File: src/rtl/phase_sequence_monitor_pkg.sv
// Shared definitions for the phase sequence monitor: FSM encoding, error codes
// and the one-hot phase constants of the six-phase ring.
package phase_sequence_monitor_pkg;

    typedef enum logic [1:0] {
        ST_UNSYNC = 2'd0,
        ST_LOCKED = 2'd1,
        ST_ERROR  = 2'd2
    } state_e;

    localparam logic [1:0] ERR_NONE  = 2'b00;
    localparam logic [1:0] ERR_ENC   = 2'b01;
    localparam logic [1:0] ERR_ORDER = 2'b10;

    localparam logic [2:0] PH_LAST = 3'd5;

    localparam logic [5:0] PH0 = 6'b000001;
    localparam logic [5:0] PH1 = 6'b000010;
    localparam logic [5:0] PH2 = 6'b000100;
    localparam logic [5:0] PH3 = 6'b001000;
    localparam logic [5:0] PH4 = 6'b010000;
    localparam logic [5:0] PH5 = 6'b100000;

    // Successor of a stage index around the ring.
    function automatic logic [2:0] ring_next(input logic [2:0] idx);
        return (idx == PH_LAST) ? 3'd0 : idx + 3'd1;
    endfunction

endpackage

File: src/rtl/phase_sequence_monitor_decode.sv
// Combinational one-hot to index decoder for the phase bus; legal_o is set
// only when exactly one phase line is active.
module phase_onehot_decode #(
    parameter int NUM_PH = 6
) (
    input  logic [NUM_PH-1:0] phases_i,
    output logic [2:0]        idx_o,
    output logic              legal_o
);

    logic [2:0] idx_terms [NUM_PH];

    genvar gi;
    generate
        for (gi = 0; gi < NUM_PH; gi++) begin : g_term
            assign idx_terms[gi] = phases_i[gi] ? 3'(gi) : 3'd0;
        end
    endgenerate

    // OR of the per-line terms is the index whenever the input is one-hot.
    always_comb begin
        idx_o = 3'd0;
        for (int i = 0; i < NUM_PH; i++) begin
            idx_o = idx_o | idx_terms[i];
        end
    end

    assign legal_o = $onehot(phases_i);

endmodule

File: src/rtl/phase_sequence_monitor.sv
// Phase sequence monitor: locks to the six-phase ring, counts instructions and
// flags encoding/order faults. Define PHASE_ERR_CAPTURE_EN to capture ErrPhases.
module phase_sequence_monitor
    import phase_sequence_monitor_pkg::*;
#(
    parameter int CNT_W  = 16,
    parameter int NUM_PH = 6
) (
    input  logic              inClk,
    input  logic              Reset,
    input  logic [NUM_PH-1:0] Phases,
    input  logic              ClearErr,
    output logic [2:0]        StageIdx,
    output logic              StageValid,
    output logic              InstrDone,
    output logic              Restart,
    output logic [CNT_W-1:0]  InstrCount,
    output logic              PhaseError,
    output logic [1:0]        ErrCode,
    output logic [NUM_PH-1:0] ErrPhases
);

    state_e            state_q, state_d;
    logic [2:0]        exp_q, exp_d;
    logic [2:0]        stage_idx_q, stage_idx_d;
    logic              instr_done_d, restart_d;
    logic              instr_done_q, restart_q;
    logic              stage_valid_q;
    logic [CNT_W-1:0]  instr_cnt_q, instr_cnt_d;
    logic [1:0]        err_code_q, err_code_d;

    logic [2:0]        dec_idx;
    logic              dec_legal;

    phase_onehot_decode #(
        .NUM_PH (NUM_PH)
    ) u_decode (
        .phases_i (Phases),
        .idx_o    (dec_idx),
        .legal_o  (dec_legal)
    );

    always_comb begin
        state_d      = state_q;
        exp_d        = exp_q;
        stage_idx_d  = stage_idx_q;
        instr_cnt_d  = instr_cnt_q;
        err_code_d   = err_code_q;
        instr_done_d = 1'b0;
        restart_d    = 1'b0;
        unique case (state_q)
            ST_UNSYNC: begin
                if (Phases == NUM_PH'(PH0)) begin
                    state_d     = ST_LOCKED;
                    stage_idx_d = 3'd0;
                    exp_d       = 3'd1;
                end
            end
            ST_LOCKED: begin
                if (!dec_legal) begin
                    state_d    = ST_ERROR;
                    err_code_d = ERR_ENC;
                end else if (dec_idx == exp_q) begin
                    stage_idx_d = dec_idx;
                    exp_d       = ring_next(dec_idx);
                    if (dec_idx == PH_LAST) begin
                        instr_done_d = 1'b1;
                        instr_cnt_d  = instr_cnt_q + CNT_W'(1);
                    end
                end else if (dec_idx == 3'd0) begin
                    // Generator restarted mid-instruction: resync without counting.
                    restart_d   = 1'b1;
                    stage_idx_d = 3'd0;
                    exp_d       = 3'd1;
                end else begin
                    state_d    = ST_ERROR;
                    err_code_d = ERR_ORDER;
                end
            end
            ST_ERROR: begin
                if (ClearErr) begin
                    state_d    = ST_UNSYNC;
                    err_code_d = ERR_NONE;
                end
            end
            default: begin
                state_d = ST_UNSYNC;
            end
        endcase
    end

    always_ff @(posedge inClk or posedge Reset) begin
        if (Reset) begin
            state_q       <= ST_UNSYNC;
            exp_q         <= 3'd0;
            stage_idx_q   <= 3'd0;
            stage_valid_q <= 1'b0;
            instr_done_q  <= 1'b0;
            restart_q     <= 1'b0;
            instr_cnt_q   <= '0;
            err_code_q    <= ERR_NONE;
        end else begin
            state_q       <= state_d;
            exp_q         <= exp_d;
            stage_idx_q   <= stage_idx_d;
            stage_valid_q <= (state_d == ST_LOCKED);
            instr_done_q  <= instr_done_d;
            restart_q     <= restart_d;
            instr_cnt_q   <= instr_cnt_d;
            err_code_q    <= err_code_d;
        end
    end

`ifdef PHASE_ERR_CAPTURE_EN
    logic [NUM_PH-1:0] err_phases_q, err_phases_d;

    // Latch only on the transition into ERROR so the culprit vector is kept.
    always_comb begin
        err_phases_d = err_phases_q;
        if (state_q == ST_LOCKED && state_d == ST_ERROR) begin
            err_phases_d = Phases;
        end else if (state_q == ST_ERROR && state_d == ST_UNSYNC) begin
            err_phases_d = '0;
        end
    end

    always_ff @(posedge inClk or posedge Reset) begin
        if (Reset) begin
            err_phases_q <= '0;
        end else begin
            err_phases_q <= err_phases_d;
        end
    end

    assign ErrPhases = err_phases_q;
`else
    assign ErrPhases = '0;
`endif

    assign StageIdx   = stage_idx_q;
    assign StageValid = stage_valid_q;
    assign InstrDone  = instr_done_q;
    assign Restart    = restart_q;
    assign InstrCount = instr_cnt_q;
    assign PhaseError = (state_q == ST_ERROR);
    assign ErrCode    = err_code_q;

endmodule
File: config.mk
export PLATFORM = sky130hd
export DESIGN_NAME = phase_sequence_monitor
export DESIGN_NICKNAME = d
export VERILOG_FILES = /design/src/rtl/phase_sequence_monitor_pkg.sv /design/src/rtl/phase_sequence_monitor_decode.sv /design/src/rtl/phase_sequence_monitor.sv
export SDC_FILE = /design/constraint.sdc
export NUM_CORES = 1
export LEC_CHECK = 0
export CAP_MARGIN = 20
export CORE_MARGIN = 10
export CORE_UTILIZATION = 44
export CTS_CLUSTER_SIZE = 25
export DETAILED_ROUTE_END_ITERATION = 8
export PLACE_DENSITY = 0.79
export SETUP_SLACK_MARGIN = 0.3
export SLEW_MARGIN = 20
export SYNTH_ARGS = -nofsm -noshare
export SYNTH_HDL_FRONTEND = slang
export SYNTH_SLANG_ARGS = --single-unit
File: constraint.sdc
create_clock -name inClk -period 1.79 [get_ports inClk]
set_input_delay 0.179 -clock inClk [delete_from_list [all_inputs] [get_ports inClk]]
set_output_delay 0.179 -clock inClk [all_outputs]
set_load 0.02 [all_outputs]
-- Word level (Yosys, flattened, before mapping)
Cells that the tools add are included.
- add/sub/neg operators: 7
- equality and inequality tests: 13
- mux-type cells: 35
- bitwise gates (word level): 4
- reduce and logical (&&, ||, !) cells: 7
- operators by type and width (cell ; number):
    two-way mux 3 bit ; 11
    two-way mux 2 bit ; 11
    adder 16 x 1 -> 16 bit (second input constant) ; 1
    bitwise OR 3 bit ; 4
    one-hot mux 3 bit (2 select lines) ; 2
    AND reduction 4 bit ; 3
    two-way mux 1 bit ; 9
    != test 3 bit (second input constant) ; 3
    adder 1 x 1 -> 2 bit ; 3
    == test 6 x 1 -> 1 bit (second input constant) ; 1
    != test 2 bit (second input constant) ; 3
    one-hot mux 2 bit (3 select lines) ; 1
    == test 2 x 1 -> 1 bit (second input constant) ; 2
    one-hot mux 2 bit (2 select lines) ; 1
    nonzero test 2 bit ; 2
    adder 2 x 2 -> 3 bit ; 1
    adder 3 x 1 -> 3 bit (second input constant) ; 1
    adder 3 x 2 -> 3 bit ; 1
    == test 3 x 1 -> 1 bit (second input constant) ; 1
    == test 3 bit ; 1
    == test 3 bit (second input constant) ; 1
    zero test 3 bit ; 1
    == test 2 bit (second input constant) ; 1
    zero test 2 bit ; 1
- bits in registers: 29
- bits of input ports: 9
- output and inout bits: 31

-- Longest topological paths before layout
Gate-level depths: netlist of the first run.
- word-level depth: 11
- depth in mapped cells: 13
- depth with buffers taken out: 11

-- By module
A second synthesis of the first run with hierarchy kept.
- cells, all modules: 166
- area, all modules: 1681.6 um2
- modules (own cells, without submodules) (module ; instances ; cells each ; area an instance (um2)):
    phase_sequence_monitor ; 1 ; 146 ; 1510.2
    phase_onehot_decode ; 1 ; 20 ; 171.4

-- Worst setup path before layout of the first run
No wires, ideal clock.
- path type: input-to-reg
- start point: in Phases[3]
- end point: reg instr_cnt_q[13] (netlist: InstrCount[13])
- arrival: 3488 ps
- slack: -1778 ps
- stages on the path: 12
- buffers on the path: 1
- path through: buf_2 > inv_1 > fa_1 > fa_1 > inv_1 > ha_1 > fa_1 > or3b_1 > nor4_4 > o211ai_2 > nor4_2 > xor2_1
- word-level cells in the longest chain between the ends: 6
- ends and longest elaborated chain (what ; line ; text):
    start: declaration ; phase_sequence_monitor.sv:11 ; input logic [NUM_PH-1:0] Phases,
    branches (longest 5 deep; another with adder 2 x 2 -> 3 bit) ; -- ;
    AND reduction 4 bit (no line) * ; -- ;
    end signal: assignment ; phase_sequence_monitor.sv:109 ; instr_cnt_q <= instr_cnt_d;
    end: declaration ; phase_sequence_monitor.sv:29 ; logic [CNT_W-1:0] instr_cnt_q, instr_cnt_d;
Every way passes the cells marked *.
A chain may end at the register's enable or synchronous reset.

-- Worst setup path in the final report of the first run
- start point: in Phases[1]
- end point: reg instr_cnt_q[14] (netlist: InstrCount[14])
- word-level cells in the longest chain between the ends: 7
- ends and longest elaborated chain (what):
    branches (longest 6 deep; another with adder 2 x 2 -> 3 bit)
    AND reduction 4 bit (no line) *
Marked as above.

==> results.cfg, run 1 <==
[status]
result_of_the_run = complete, but fails checks
failing_checks = setup timing

[sta]
setup_repair_after_global_routing_missed_its_margin = true
timing.final.ws_setup_ps = -1337
maxClockFrequency_mhz = 319.8
slew_violations = 0
min_period_over_period_pct = 174.7
final.min_clock_period_ps = 3127
final_count_of_negative_setup_slack_endpoints = 29
hold_viol_final = 0
slew-limit-headroom_pct = 60.54
finalHoldWorstSlack_ps = 262.5
worst-slew-pin-transition_ps = 590.2
finClkSkew_ps = 10.66

[grt]
grt_remaining_overflow = 0
first_pass_grt_wire_length_um = 7024
grt_total_usage_pct = 13.80
grt_pass1_vias = 1451
grt_antenna_before_repair = 0
maximum_number_of_pins_on_one_net_before_global_route_repair = 30

[setup_path]
timing.setup.critical_path_class = in -> reg
worst_ep_arrival_time_ps = 3320
reg2reg_setup_slack_ps = -240
destination_of_the_critical_timing_path = InstrCount[14]
slowest_delay_ps = 520
critical_path.reg2reg.startpoint = exp_q[2]
crit_slowest_cell = sky130_fd_sc_hd__fa_1
crit_path_start_kind = primary input
worst_setup_path_startpoint = Phases[1]
reg2reg_to = InstrCount[14]
worstSetupEndpointType = flip-flop
critPathRequiredTime_ps = 1990
path_cells = buf_8, inv_4, fa_1, fa_1, inv_1, ha_2, fa_1, or3b_4, nor4_4, buf_4, o2111ai_4, buf_6, nor3_4, xor2_1
worst_r2r_path_depth = 6
crit_top_cell = sky130_fd_sc_hd__fa_1
critical_path_peak_fanout = 4

[routing]
drtAntennaViolNets = 0
detail_route.drc_violations = 0
wire_per_inst_um = 15.87
drtPass1Iterations = 4
dr.first_iter.drc_count = 49
detailroute.via_count = 1424
routed_via_density = 5.122
totalWireLength_um = 4411

[floorplanning]
die_h_um = 80.78
initial_core_util_pct = 45.07
die_width_um = 80.78
ios = 40
num_rows = 22
die_area_um2 = 6525
core_region_area_um2 = 3606

[clocking]
cts_buffers = 5
ctsRootBufferMaster = sky130_fd_sc_hd__clkbuf_8
cts_buffer_depth = 2
cts.hold.buffers_added = 0
worstSkewPairLatency_ps = 290
path_clk_slew_ps = 70
ctsHtreeMaxLevel = 2
cts_tree = built
clock-sinks = 29

[yosys]
cell_taking_the_most_area_after_synthesis = sky130_fd_sc_hd__dfrtp_1
synth_seq_area_share_pct = 44.65
synth-warning-count = 0
synthCells = 161
synth.ff_latch_count = 29
most_frequently_used_flop_master_after_synthesis = sky130_fd_sc_hd__dfrtp_1
post-synth-top-count-cell = sky130_fd_sc_hd__dfrtp_1
synth.area.top_cells = sky130_fd_sc_hd__dfrtp_1, sky130_fd_sc_hd__xor2_1, sky130_fd_sc_hd__fa_1, sky130_fd_sc_hd__inv_1, sky130_fd_sc_hd__nand3_1
synth_largest_type_area_fraction_pct = 44.65
synth-async-reset-ratio_pct = 100.0
average_instance_area_after_synthesis_um2 = 10.10
post_synthesis_instance_area_um2 = 1625
synth_enable_flop_cells = 0
yosys-top-cells-count = sky130_fd_sc_hd__dfrtp_1, sky130_fd_sc_hd__inv_1, sky130_fd_sc_hd__nor2_1
yosys.cell_types.count = 43

[power_and_ir_drop]
power.density_cell_area_nw_per_um2 = 679.4
cellLeakagePower_nw = 1.366
vdd.ir_drop.worst_mv = 0.5159
total_power_mw = 1.703

[place]
gp_congestion = 0.8566
dp_slack_ps = -2095
dp_hpwl_um = 2891
port_buffers = 33

[final_layout]
post-route-util_pct = 69.50
synthToLayoutAreaGrowth_pct = 54.20
antenna_cells = 0
post_route_cells_drive_above_1_share_pct = 33.04
finalNetCount = 244

[worst_hold_path]
worstHoldPathType = in -> reg

[flow_run]
drv_cap = 0
==> logic make-up (layout without fill, tap and decap cells) <==
group / count (synthesis) / in the layout / share of synthesized area [%]
adder cells (fa/ha/maj): 6 / 6 / 6.005
other: 1 / 6 / 0.2307
flip-flops: 29 / 29 / 44.65
buffers and inverters: 25 / 89 / 7.775
multiplexers: 1 / 1 / 0.6928
AO/OA/AOI/OAI: 27 / 27 / 13.01
AND/OR/NAND/NOR: 57 / 57 / 19.55
XOR/XNOR: 15 / 15 / 8.083
==> power by group <==
part / switching, mW / leakage (nW) / internal [mW]
registers: 0.0170 / 0.392 / 0.680
clock network: 0.259 / 0.0585 / 0.453
logic: 0.155 / 0.916 / 0.139
==> worst min-delay path by stage <==
| stage | from | depth (start not counted) | end | slack, ps |
|---|---|---|---|---|
| after detailed placement | InstrCount[15] | 1 | InstrCount[15] | 460 |
| after CTS | Phases[3] | 4 | exp_q[2] | 240 |
| after global placement | InstrCount[15] | 1 | InstrCount[15] | 460 |
| after global routing | Phases[3] | 4 | exp_q[2] | 310 |
| after floorplan | Reset | 1 | ErrCode[0] | 260 |
| final | Phases[3] | 4 | exp_q[2] | 260 |
==> registers in the layout (all words and copies together), names as in the netlist <==
name	cells
StageValid	1
exp_q	3
ErrCode	2
StageIdx	3
Restart	1
InstrCount	16
InstrDone	1
state_q	2
==> metrics by stage <==
step           TNS, ps  std cells  cell area [um2]
2_1_floorplan   -38240        166             1703
6_report        -33510        278             2506
4_1_cts         -33710        277             2426
3_5_place_dp    -55320        268             2245
5_1_grt         -37790        278             2506
3_3_place_gp    -53950        268             2245
==> area by class of cell <==
type                            instances  area [um2]
Clock inverter                          1       30.03
Tap cell                               48       60.06
Timing Repair Buffer                   66       596.8
Inverter                               15       61.31
Multi-Input combinational cell        112       945.9
Clock buffer                            7       86.33
Sequential cell                        29       725.7
Fill cell                             267        1100
==> repair_timing <==
| action | in CTS | in global routing |
|---|---|---|
| resized for setup | 45 | 19 |
| pin swaps | 14 | 6 |
| buffers inserted | 1 | 1 |
| gates cloned | 0 | 0 |
| endpoints found under the setup margin | 40 | 35 |
==> layer usage <==
layer / track usage [%] / up-vias / part of all wire [%]
li1: - / 680 / -
met1: 16.66 / 697 / 42
met2: 22.45 / 38 / 50
met3: 3.201 / 9 / 6.3
met4: 7.266 / 0 / 2.0
met5: 0 / - / 0
==> placed cells by master (no fill, tap or decap), drive strengths merged, types with 3 or more instances in the layout <==
cell type	instances
buf	36
clkbuf	8
xnor2	5
dfrtp	29
nor4	5
a21oi	9
dlymetal6s2s	5
clkdlybuf4s50	14
o21ai	3
conb	6
nor3	7
dlygate4sd2	10
nand2	9
nor2	13
nand3	11
and3	3
ha	3
xor2	10
inv	15
fa	3
==> critical path: cells and delay by family <==
kind	cells	cell delay, ps
compound gates	1	140
buf+inv	5	520
xor+xnor	1	210
simple gates	3	660
fa+ha+maj	4	1620
Note: power is estimated with default switching activity, not from simulation.
==> run 2: changes to the inputs <==
CORE_ASPECT_RATIO = 1.75   (was unset)
GPL_TIMING_DRIVEN = 0   (was unset)
SYNTH_HIERARCHICAL = 1   (was unset)
==> run 2 against run 1 <==
  * The flow still finishes with violations (setup timing)
  * Non-clock buffer count down 11
  * Die area up 4.1%
  * Wire length down 12%
  * Critical path depth up 1
  * Utilization down 3.8 points
  * Cell count down 3.6%
  * Via count down 5.5%
  * Synthesized cell count up 3.1%
  * Critical path type unchanged
  * Largest cell class unchanged
  * Largest power group is now registers
==> results.cfg, run 2 <==
[yosys]
synth_enable_flop_cells = 0
average_instance_area_after_synthesis_um2 = 10.13
yosys-mux-area-fraction_pct = 1.860
synth_largest_type_area_fraction_pct = 43.15
synth_xor_xnor_area_share_pct = 11.24
synth.ff_latch_count = 29
most_frequently_used_flop_master_after_synthesis = sky130_fd_sc_hd__dfrtp_1
synth_top_family_by_area = simple AND/OR/NAND/NOR gates
synth-async-reset-ratio_pct = 100.0
synth.area.top_cells = sky130_fd_sc_hd__dfrtp_1, sky130_fd_sc_hd__ha_1, sky130_fd_sc_hd__xnor2_1, sky130_fd_sc_hd__xor2_1, sky130_fd_sc_hd__inv_1
synth_simple_gate_area_share_pct = 20.68
synthCells = 166
synth-compound-area-share_pct = 6.548
synth_seq_area_share_pct = 43.15
post-synth-top-count-cell = sky130_fd_sc_hd__dfrtp_1
yosys.area_share.adder_pct = 7.589
synth-warning-count = 6
post_synthesis_instance_area_um2 = 1682
yosys-top-cells-count = sky130_fd_sc_hd__dfrtp_1, sky130_fd_sc_hd__inv_1, sky130_fd_sc_hd__nor2_1
cell_taking_the_most_area_after_synthesis = sky130_fd_sc_hd__dfrtp_1
yosys.cell_types.count = 44

[sta]
setup_total_negative_slack_ps = -25770
finClkSkew_ps = 4.349
slew_violations = 0
setup_repair_after_global_routing_missed_its_margin = true
slew-limit-headroom_pct = 59.18
final_count_of_negative_setup_slack_endpoints = 29
final.min_clock_period_ps = 2893
min_period_over_period_pct = 161.6
timing.final.ws_setup_ps = -1103
worst-slew-pin-transition_ps = 603.8
maxClockFrequency_mhz = 345.7
hold_viol_final = 0

[setup_path]
critical_path.top_delay_family = adder cells
worstPathBufferInverterCount = 4
critPathRequiredTime_ps = 1990
crit_slowest_cell = sky130_fd_sc_hd__fa_1
path_cells = buf_8, ha_4, inv_2, fa_1, inv_1, ha_2, fa_2, xor2_1, nor3b_2, and3b_2, and4_4, and2_4, buf_8, and4_4, xor2_2
critical_path_peak_fanout = 5
worstSetupEndpointType = flip-flop
crit_path_start_kind = primary input
slowest_delay_ps = 470
timing.setup.critical_path_class = in -> reg
worst_ep_arrival_time_ps = 3100

[clocking]
ctsRootBufferMaster = sky130_fd_sc_hd__clkbuf_8
cts_buffers = 5
cts_buffer_depth = 2
cts_tree = built
cts.hold.buffers_added = 0
clock-sinks = 29
ctsHtreeMaxLevel = 2
worstSkewPairLatency_ps = 280
path_clk_slew_ps = 60

[routing]
drtPass1Iterations = 4
detail_route.drc_violations = 0
routed_via_density = 5.022
drtAntennaViolNets = 0
totalWireLength_um = 3884
wire_per_inst_um = 14.49
dr.first_iter.drc_count = 28
detailroute.via_count = 1346

[floorplanning]
die_width_um = 66.73
ios = 40
core_region_area_um2 = 3665
num_rows = 29
die_area_um2 = 6792
initial_core_util_pct = 45.89
die_h_um = 101.8

[status]
failing_checks = setup timing
result_of_the_run = complete, but fails checks

[final_layout]
final-seq-area_um2 = 725.7
filler_cell_count = 295
synthToLayoutAreaGrowth_pct = 43.15
finalNetCount = 239
antenna_cells = 0
layout_common_cells = sky130_fd_sc_hd__dfrtp_1, sky130_fd_sc_hd__dlygate4sd2_1, sky130_fd_sc_hd__inv_1
largest_register_ffs = 16
layout.cells.most_common = sky130_fd_sc_hd__dfrtp_1
combined_area_of_the_multi_input_logic_cells_um2 = 947.2
final_cells = 268
post_route_cells_drive_above_1_share_pct = 28.83

[place]
place.detailed.instances = 250
dp_hpwl_um = 2757
dp_slack_ps = -1953
gp_congestion = 0.7600
port_buffers = 33

[grt]
maximum_number_of_pins_on_one_net_before_global_route_repair = 30
grt_total_usage_pct = 11.96
grt_pass1_vias = 1399
grt_remaining_overflow = 0
grt_antenna_before_repair = 0
first_pass_grt_wire_length_um = 6354

[power_and_ir_drop]
power.density_cell_area_nw_per_um2 = 756.8
total_power_mw = 1.822
cellLeakagePower_nw = 1.309
vdd.ir_drop.worst_mv = 0.7739

[flow_run]
drv_cap = 0

[worst_hold_path]
worstHoldPathType = in -> async
run 2: routing by layer:
| layer | share of wire, % | vias to the layer above | GRT usage (%) |
|---|---|---|---|
| met5 | 0 | - | 0 |
| met4 | 2.2 | 0 | 5.348 |
| met3 | 6.0 | 8 | 3.204 |
| met2 | 57 | 39 | 23.17 |
| met1 | 34 | 643 | 10.81 |
| li1 | - | 656 | - |
run 2: power breakdown:
part,switching [mW],internal [mW]
clock,0.234,0.268
sequential,0.0676,0.725
combinational,0.267,0.260
run 2: kinds of logic (layout without fill, tap and decap cells):
| family | count (synthesis) | in the layout |
|---|---|---|
| compound gates | 17 | 17 |
| xor+xnor | 19 | 19 |
| fa+ha+maj | 9 | 9 |
| buf+inv | 28 | 79 |
| flops | 29 | 29 |
| mux | 3 | 3 |
| other cells | 1 | 6 |
| simple gates | 60 | 60 |
run 2: cell type report:
| type | instances | area share, % |
|---|---|---|
| multi-input cells | 114 | 39.35 |
| flip-flops and latches | 29 | 30.15 |
| repair buffers | 43 | 18.61 |
| plain buffers | 12 | 3.586 |
| clock buffers | 6 | 3.015 |
| inverters | 16 | 2.495 |
| well taps | 46 | 2.391 |
| clock inverters | 2 | 0.4158 |
run 2: through the flow:
stage	cell area (um2)	hold slack, ps	util, %
2_1_floorplan	1732	257.1	-
3_3_place_gp	2120	455.0	57.84
3_5_place_dp	2120	457.8	57.84
4_1_cts	2342	454.9	63.91
5_1_grt	2407	349.7	65.69
6_report	2407	287.6	65.69
run 2: final timing paths:
| check | start | to | slack, ps | cells after the start |
|---|---|---|---|---|
| setup / recovery | Phases[0] | InstrCount[6] | -1100 | 15 |
| hold / removal | Reset | StageIdx[0] | 290 | 2 |
| setup reg to reg | state_q[0] | exp_q[1] | -60 | 5 |
| hold reg to reg | InstrCount[15] | InstrCount[15] | 460 | 1 |
| max in group asynchronous | Reset | InstrCount[8] | 1110 | 2 |
| min in group inClk | Phases[4] | StageValid | 440 | 4 |
run 2: repair_timing:
item | 4_1_cts | 5_1_grt
setup buffers | 7 | 2
endpoints found under the setup margin | 41 | 35
cloned | 1 | 0
resized for setup | 49 | 17
pin swaps | 11 | 11
==> edit 1: new RTL, settings of run 2 <==
The option `PHASE_ERR_CAPTURE_EN` is turned on by a define.
--- a/src/rtl/phase_sequence_monitor.sv
+++ b/src/rtl/phase_sequence_monitor.sv
@@ -1,4 +1,6 @@
 // Phase sequence monitor: locks to the six-phase ring, counts instructions and
 // flags encoding/order faults. Define PHASE_ERR_CAPTURE_EN to capture ErrPhases.
+`define PHASE_ERR_CAPTURE_EN
+
 module phase_sequence_monitor
     import phase_sequence_monitor_pkg::*;
Function: changed (a bounded check fails within 4 cycles, from zero or initial values and one cycle with Reset high).
==> edit 1 against run 2 <==
  * The flow still finishes with violations (negative setup slack)
  * First-iteration DRC count rose to 3.0 times the old value
  * Area after synthesis grew 12%
  * Setup slack got worse by 0.092 ns
  * Sequential share of layout area up 2.5 points
  * Sequential power is 11% higher
  * Wire length up 16%
  * Final area rose by 11%
  * Fmax is 3.1% lower
  * Total power is 4.4% higher
  * Sequential cell count grew 6
  * Critical path type unchanged
  * Largest cell class unchanged
==> edit 1: results (changes against run 2) <==
Timing
  – Hold WS: 0.268 ns (-0.0193 ns)
  – Worst Clk Skew: 0.00488 ns (+0.000526 ns)
  – Slew Limit Headroom: 51.7% (-7.4 points)
  – Endpoints failing setup: 35 (+21%)
  – Fin Setup TNS: -32.72 ns (-6.95 ns)
  – Final worst slack: -1.20 ns (-0.0923 ns)

Worst hold path
  – Min-Delay Path Class: in2reg

Synthesis
  – Commonest cells post-synth: dfrtp_1, nand2_1, inv_1
  – Yosys cell types: 45 (+2.3%)
  – Ranking of synthesized cells by area: dfrtp_1, xnor2_1, ha_1, nand2_1, o221a_1
  – Sequential fraction of the synthesis area: 46.7% (+3.5 points)
  – Seq cells post-synth: 35 (+21%)

Routing
  – WL met3: 285 um (+23%)
  – M1 WL: 1.75 mm (+31%)
  – Total number of vias: 1503 (+12%)
  – Met2 wire length: 2.39 mm (+7.6%)
  – Via-to-Cell Ratio: 5.22 (+3.9%)

Floorplan
  – CORE AREA: 4150 um^2 (+13%)

Placed design
  – Detailed Place HPWL: 3.18 mm (+16%)
  – Area after DPL: 2390 um^2 (+13%)
  – GPL Wtd Cong: 0.766 (+0.82%)

Critical path
  – CP max FO: 8 (+3)
  – Critical path data arrival time: 3.20 ns (+0.10 ns)
  – Critical path endpoint: InstrCount[4]
  – Worst R2R Setup Slack: -0.11 ns (-0.05 ns)

GRT
  – First-pass GRT wire length: 7.51 mm (+18%)
  – Met2 Track Usage GR: 21.6% (-1.6 points)
  – Largest net degree at the start of global routing: 36 (+20%)
  – GRT Overall Usage: 12.0% (+0.065 points)
  – Number of global-route vias before repair: 1592 (+14%)

Status
  – Status: finished, violations left
  – Violated checks: negative setup slack

Final layout
  – Area of the multi-input gates: 986 um^2 (+4.1%)
  – Buffering overhead: 22.6% (+0.37 points)
  – FILL cells: 338 (+15%)

Pwr
  – Sw Share: 28.3% (-2.9 points)
  – Max VDD drop: 0.598 mV (-23%)
  – Power Density: 709 nW/um^2 (-6.4%)
  – Sequential cell fraction of total power: 46.3% (+2.8 points)
  – Leak pwr: 1.46 nW (+12%)

Clock tree
  – Post-CTS setup repair buffer count: 10 (+3)
[edit 1: cell count changes after synthesis, sizes merged, moves of 2 or more]
| cell | run 2 | this run |
|---|---|---|
| nor2 | 11 | 6 |
| inv | 16 | 18 |
| nand4 | 4 | 2 |
| dfrtp | 29 | 35 |
| nand2 | 9 | 20 |
| a21oi | 4 | 2 |
| o221ai | 0 | 2 |
| buf | 10 | 8 |
| o21ai | 6 | 4 |
| a22o | 0 | 5 |
| nand3b | 4 | 1 |
| o221a | 0 | 6 |
[edit 1: worst min-delay path, stage by stage]
cell	delay [ns]
buf_8	0.08
buf_4	0.09
o221a_1	0.17
[edit 1: logic make-up after synthesis]
group / after synthesis / synth area share (%)
compound gates: 27 / 12.5
xor+xnor: 19 / 9.27
fa+ha+maj: 9 / 6.80
mux: 2 / 1.13
buf+inv: 27 / 6.34
flops: 35 / 46.7
simple gates: 58 / 17.3
==> edit 2: new RTL, flow settings as in run 2 <==
Made on the original files. Add an input register stage for `ClearErr`, without a reset; this delays it by one clock. The other inputs are not delayed to match.
--- a/src/rtl/phase_sequence_monitor.sv
+++ b/src/rtl/phase_sequence_monitor.sv
@@ -20,4 +20,10 @@
     output logic [NUM_PH-1:0] ErrPhases
 );
+
+    logic ClearErr_q;
+
+    always_ff @(posedge inClk) begin
+        ClearErr_q <= ClearErr;
+    end
 
     state_e            state_q, state_d;
@@ -79,5 +85,5 @@
             end
             ST_ERROR: begin
-                if (ClearErr) begin
+                if (ClearErr_q) begin
                     state_d    = ST_UNSYNC;
                     err_code_d = ERR_NONE;
Behaviour: not the same (Yosys sat finds a counterexample within 4 cycles, from zero or initial values and one cycle with Reset high).
==> edit 2 against run 2 <==
  * The flow still finishes with violations (negative setup slack)
  * Via count up 6.1%
  * Sequential share of layout area down 1.7 points
  * Final area up 8.9%
  * Setup slack worse by 0.16 ns
  * Total power up 17%
  * Sequential power up 2%
  * Highest routed layer unchanged
  * Area after synthesis up 2.5%
  * Clock skew up 0.0049 ns
  * Synthesized cell count up 1.8%
  * Wire length up 6.5%
  * Sequential cell count up 1
==> edit 2: results (changes against run 2) <==
Status
  – Status: finished, violations left
  – Violated checks: negative setup slack

Timing
  – Endpoints failing setup: 29 (unchanged)
  – Hold WS: 0.288 ns (+0.000351 ns)
  – Worst Tran Pin Value: 0.639 ns (+0.0352 ns)
  – Fin Setup TNS: -31.64 ns (-5.87 ns)
  – Worst Clk Skew: 0.00929 ns (+0.00494 ns)
  – Final worst slack: -1.26 ns (-0.156 ns)

Routing
  – Met2 wire length: 2.35 mm (+5.6%)
  – Via-to-Cell Ratio: 5.05 (+0.47%)
  – Total number of vias: 1428 (+6.1%)
  – Drt initial violations: 40 (+43%)
  – M1 WL: 1.46 mm (+8.7%)

Synthesis
  – Ranking of synthesized cells by area: dfrtp_1, ha_1, xnor2_1, xor2_1, inv_1
  – Syn Inst Count: 169 (+1.8%)
  – Mean area per synthesized cell: 10.2 um^2 (+0.71%)
  – Post-synthesis mux area share: 1.81% (-0.046 points)
  – Sequential fraction of the synthesis area: 43.3% (+0.096 points)
  – Xor/xnor share of the synthesized area: 9.65% (-1.6 points)

GRT
  – Number of global-route vias before repair: 1465 (+4.7%)
  – First-pass GRT wire length: 6.71 mm (+5.6%)
  – Met1 GRT Util: 11.8% (+0.94 points)
  – Met2 Track Usage GR: 23.5% (+0.37 points)
  – GRT Overall Usage: 12.5% (+0.57 points)

Pwr
  – Leak pwr: 1.39 nW (+5.8%)
  – Power Density: 811 nW/um^2 (+7.1%)

Placed design
  – Dpl ws: -2.01 ns (-0.0606 ns)
  – Area after DPL: 2210 um^2 (+4.4%)

Final layout
  – Area of the multi-input gates: 1010 um^2 (+6.7%)
  – Plain + repair buffers: 65 (+18%)
  – FILL cells: 308 (+4.4%)
  – Sequential Area: 746 um^2 (+2.8%)
  – Layout clock area frac: 4.15% (+0.72 points)

Critical path
  – Worst R2R Setup Slack: -0.33 ns (-0.27 ns)
  – Max stage delay on crit path: 0.53 ns (+0.06 ns)
  – CP max FO: 2 (-3)
## edit 2: worst max path at each step
stage	from	to	slack [ns]	depth (start not counted)
after floorplan	Phases[1]	InstrCount[14]	-1.26	13
after global placement	Phases[1]	InstrCount[14]	-1.99	14
after detailed placement	Phases[1]	InstrCount[14]	-2.01	14
after CTS	Phases[0]	InstrCount[14]	-1.39	14
after global routing	Phases[0]	exp_q[1]	-1.34	19
final	Phases[0]	InstrCount[14]	-1.26	14
## edit 2: power by group
part / internal, mW / switching, mW
Sequential: 0.749 / 0.0612
Combinational: 0.314 / 0.328
Clock: 0.409 / 0.264
## edit 2: timing repair
| item | 4_1_cts | 5_1_grt |
|---|---|---|
| gates resized for setup | 52 | 19 |
| pin swaps | 17 | 21 |
| hold buffers | 0 | 0 |
| gates cloned | 1 | 0 |
| buffers inserted | 12 | 7 |
| endpoints found under the setup margin | 40 | 35 |
